### src/rtl/uart_echo_pkg.sv
// Shared types and defaults for the UART echo controller.
// State encoding and default response constants live here.
package uart_echo_pkg;

    typedef enum logic [1:0] {
        IDLE  = 2'd0,
        FETCH = 2'd1,
        SEND  = 2'd2
    } state_t;

    localparam logic [7:0]  NAK_DEFAULT = 8'h15;
    localparam int unsigned INC_DEFAULT = 1;

endpackage

### src/rtl/uart_echo_ctrl_sat_counter.sv
// Saturating up-counter with synchronous clear.
// Clear wins over increment; the count sticks at all-ones.
module sat_counter #(
    parameter int W = 8
) (
    input  logic         clk,
    input  logic         reset,
    input  logic         clr,
    input  logic         inc,
    output logic [W-1:0] q
);

    always_ff @(posedge clk or posedge reset) begin
        if (reset) begin
            q <= '0;
        end else if (clr) begin
            q <= '0;
        end else if (inc && (q != '1)) begin
            q <= q + W'(1);
        end
    end

endmodule

### src/rtl/uart_echo_ctrl.sv
// RX-FIFO to TX-FIFO echo sequencer with parity-error counting.
// Define UART_ECHO_DROP_ERR_EN to drop errored bytes instead of sending NAK.
module uart_echo_ctrl
    import uart_echo_pkg::*;
#(
    parameter int unsigned INC       = INC_DEFAULT,
    parameter logic [7:0]  NAK_BYTE  = NAK_DEFAULT,
    parameter int          ERR_CNT_W = 8
) (
    input  logic                 clk,
    input  logic                 reset,
    input  logic                 enable,
    input  logic                 clr_cnt,
    input  logic                 rx_empty,
    input  logic [7:0]           r_data,
    input  logic                 error,
    output logic                 rd_uart,
    input  logic                 tx_full,
    output logic                 wr_uart,
    output logic [7:0]           w_data,
    output logic                 busy,
    output logic [ERR_CNT_W-1:0] err_count
);

    localparam logic [7:0] INC8 = INC[7:0];

    state_t     state;
    state_t     state_next;
    logic [7:0] data_q;
    logic       err_q;
    logic [7:0] resp;

    always_ff @(posedge clk or posedge reset) begin
        if (reset) begin
            state  <= IDLE;
            data_q <= 8'h00;
            err_q  <= 1'b0;
        end else begin
            state <= state_next;
            // capture on the same edge that pops the FIFO head
            if (state == FETCH) begin
                data_q <= r_data;
                err_q  <= error;
            end
        end
    end

    always_comb begin
        state_next = state;
        rd_uart    = 1'b0;
        wr_uart    = 1'b0;
        busy       = (state != IDLE);
        unique case (state)
            IDLE: begin
                if (enable && !rx_empty) begin
                    state_next = FETCH;
                end
            end
            FETCH: begin
                rd_uart = 1'b1;
`ifdef UART_ECHO_DROP_ERR_EN
                state_next = error ? IDLE : SEND;
`else
                state_next = SEND;
`endif
            end
            SEND: begin
                if (!tx_full) begin
                    wr_uart    = 1'b1;
                    state_next = IDLE;
                end
            end
            default: state_next = IDLE;
        endcase
    end

    assign resp   = err_q ? NAK_BYTE : (data_q + INC8);
    assign w_data = (state == SEND) ? resp : 8'h00;

    sat_counter #(
        .W(ERR_CNT_W)
    ) u_err_cnt (
        .clk  (clk),
        .reset(reset),
        .clr  (clr_cnt),
        .inc  ((state == FETCH) && error),
        .q    (err_count)
    );

endmodule

### config.mk
export PLATFORM = sky130hd
export DESIGN_NAME = uart_echo_ctrl
export DESIGN_NICKNAME = d
export VERILOG_FILES = /design/src/rtl/uart_echo_pkg.sv /design/src/rtl/uart_echo_ctrl_sat_counter.sv /design/src/rtl/uart_echo_ctrl.sv
export SDC_FILE = /design/constraint.sdc
export NUM_CORES = 1
export LEC_CHECK = 0
export ABC_AREA = 1
export CAP_MARGIN = 20
export CORE_ASPECT_RATIO = 1.5
export CORE_MARGIN = 5
export CORE_UTILIZATION = 50
export DETAILED_ROUTE_END_ITERATION = 8
export PLACE_DENSITY = 0.93
export REMOVE_ABC_BUFFERS = 1
export SETUP_SLACK_MARGIN = 0.02
export SLEW_MARGIN = 0
export SYNTH_ARGS = -nofsm -noshare
export SYNTH_HDL_FRONTEND = slang
export SYNTH_SLANG_ARGS = --single-unit
### constraint.sdc
create_clock -name clk -period 4.35 [get_ports clk]
set_clock_uncertainty 0.2 [all_clocks]
set_input_delay 0.87 -clock clk [delete_from_list [all_inputs] [get_ports clk]]
set_output_delay 0.87 -clock clk [all_outputs]
set_load 0.02 [all_outputs]
==> run metrics <==
commonest non-fill, non-tap cell in the layout=nand2_1; Worst EP required=3.28 ns; routed len/inst=12.47 microns; Worst R2R End=u_err_cnt.q[3]$_DFFE_PP0P_; Least-Margin Pin Slew=0.6897 ns; final RePlAce weighted congestion=0.8330; P_int=0.3117 mW; hold-fix buffers at CTS=0; Gate power share=33.8%; final antenna-violating net count=0; Synth warnings=0; GR Overflow Total=0; NetSw=0.1703 mW; R2R cell count=7; Multi-input gate area=548.0 sq um; Hold Fails Final Rpt=0; clk sinks=19; TritonCTS clock tree=done; dpl hpwl=2210 microns; outcome=finished clean; post-synth top area cell=dfrtp_1; DR pass1 iterations=4; Post-CTS Setup Inserts=0; CTS root buffer=clkbuf_4; layout cell share with drive strength beyond 1=8.377%; max-slew violations=0; worst path cell trace=ha_1, nand3_1, nor2_1, a21oi_1, nor3_1, clkdlybuf4s50_1; Synth area leaders=dfrtp_1 (42%), nand2_1 (17%), inv_1 (8.0%); H-tree levels=1; Initial Utilization=51.13%; CP Max Fanout=4; vias in the first global route=1133; count of cells resized by post-cts repair=0; slew margin rel.=53.97%; worst min-delay path startpoint=state[0]$_DFFE_PP0P_; Setup TNS=0 ns; ANT cells=0; layout overhead on the synthesized area=33.70%; GR Util All Layers=17.78%; Max-Cap Viols=0; initial antenna violation count=0; Gate Count Post-Synth=155; synthesized flop and latch total=19; Worst Hold Class=register to register; routed wire length=2669 microns; Reg area=475.5 sq um; Worst path max stage delay=0.63 ns; crit share post-route=71.44%; nets@finish=209; Leak Pwr=0.7486 nW; number of I/O pins=34; CP arrival=2.04 ns; endpoints failing setup=0; reg-to-reg slack, setup=2.76 ns; sequential share of power=48.3%; clk_lat worst skew=0.29 ns; largest net degree at the start of global routing=20; DR DRC count=0; initial DRC count=23; Max clock buf depth=2; unrepaired setup endpoints after global routing=false; pwr dens=319.4 mW/mm^2; CP max-delay cell=clkdlybuf4s50_1; Vias=1070; Num CTS Buffers=3; Die X=48.79 microns; Worst-path clk slew=0.10 ns; Core ar.=0.002207 sq mm; Max VDD drop=0.1821 mV; die area=0.003327 sq mm; num rows=21; total power draw=0.4819 mW; Hold Path Depth=2; via/cell ratio=5.000; Clock power frac=18.0%; PortBufs=33; Die H=68.19 microns; sequential fraction of the synthesis area=42.13%; Synth top area share=42.13%; Setup crit end kind=primary output; switching share of power=35.33%; Worst setup SP type=register; Min Clock Period, post-route=3.107 ns; Fill cells=197; Worst R2R Start=state[1]$_DFFE_PP0P_; Synth Area per Inst=7.281 sq um; Setup CP Type=register to primary output; Max Clk Rate=0.3218 GHz; hold path endpoint=state[0]$_DFFE_PP0P_; Post-Syn Area=0.001129 sq mm; Distinct cells, synth=21; most frequent cells in the layout=nand2_1 (50), clkdlybuf4s50_1 (33), inv_1 (24), dfrtp_1 (19), nor2_1 (11); first-pass GRT wire length=4733 microns
==> Yosys cell counts <==
| cell type | number |
|---|---|
| nor2_2 | 1 |
| a21oi_1 | 6 |
| nor3_1 | 3 |
| nor3b_1 | 2 |
| or2_2 | 2 |
| xnor2_1 | 1 |
| o21ai_1 | 1 |
| inv_1 | 24 |
| nand3_1 | 10 |
| nor2_1 | 11 |
| dfrtp_1 | 19 |
| buf_2 | 1 |
| nand2_4 | 3 |
| inv_4 | 1 |
| ha_1 | 2 |
| nand2_2 | 2 |
| o21ai_0 | 9 |
| xor2_1 | 3 |
| nor2_4 | 3 |
| inv_2 | 1 |
| nand2_1 | 50 |
==> worst max-delay path: cells and delay by family (launching register included) <==
family,cells,cell delay (ns)
adder cells (fa/ha/maj),1,0.21
buffers and inverters,1,0.63
AND/OR/NAND/NOR,3,0.41
flip-flops,1,0.41
AO/OA/AOI/OAI,1,0.09
==> metrics by stage <==
stage	utilization [%]	setup WS [ns]	area, sq um	std cells	hold WS, ns
after global placement	67.18	1.291	1483	210	0.2878
final	68.37	1.243	1509	214	0.3311
after global routing	68.37	1.106	1509	214	0.3610
after detailed placement	67.18	1.245	1483	210	0.3174
after CTS	68.37	1.238	1509	214	0.3342
after floorplan	-	1.993	1124	154	0.2646
==> routing by layer <==
metal	track usage (%)	wire (microns)
met5	0	0
met4	6.061	8
met3	4.357	139
met2	35.13	1479
met1	17.92	1042
==> sequential cells by signal, summed over array words and instances (netlist names) <==
name	count
data_q	8
u_err_cnt.q	8
state	2
err_q	1
==> cell families (layout without fill, tap and decap cells) <==
logic type	after synthesis	in the layout	synth area share, %
simple gates	87	87	36.14
buf+inv	27	63	9.313
flops	19	19	42.13
compound gates	16	16	7.095
xor+xnor	4	4	3.105
fa+ha+maj	2	2	2.217
==> power groups by stage <==
stage          clock [mW]  combinational (mW)  sequential, mW
4_1_cts            0.0890               0.165           0.231
2_1_floorplan           0               0.101           0.231
6_report           0.0866               0.163           0.233
5_1_grt            0.0995               0.185           0.236
3_3_place_gp            0               0.156           0.233
3_5_place_dp            0               0.164           0.235
==> how the worst max path moves through the flow <==
stage                                     start         to  slack, ns  depth (start not counted)
after CTS                               tx_full    wr_uart       1.24                          3
after floorplan           data_q[0]$_DFFE_PP0N_  w_data[6]       1.99                          5
after global placement                  tx_full    wr_uart       1.29                          3
after detailed placement                tx_full    wr_uart       1.25                          3
after global routing      data_q[0]$_DFFE_PP0N_  w_data[6]       1.11                          6
final                     data_q[0]$_DFFE_PP0N_  w_data[6]       1.24                          6
==> area by class of cell <==
cell class                 count  area share, %
tap                           23          1.907
inverter                      26          6.633
timing repair buffer          33          21.89
multi-input combinational    109          36.32
clock buffer                   4          1.741
sequential                    19          31.51
(Power assumes the default switching activity.)
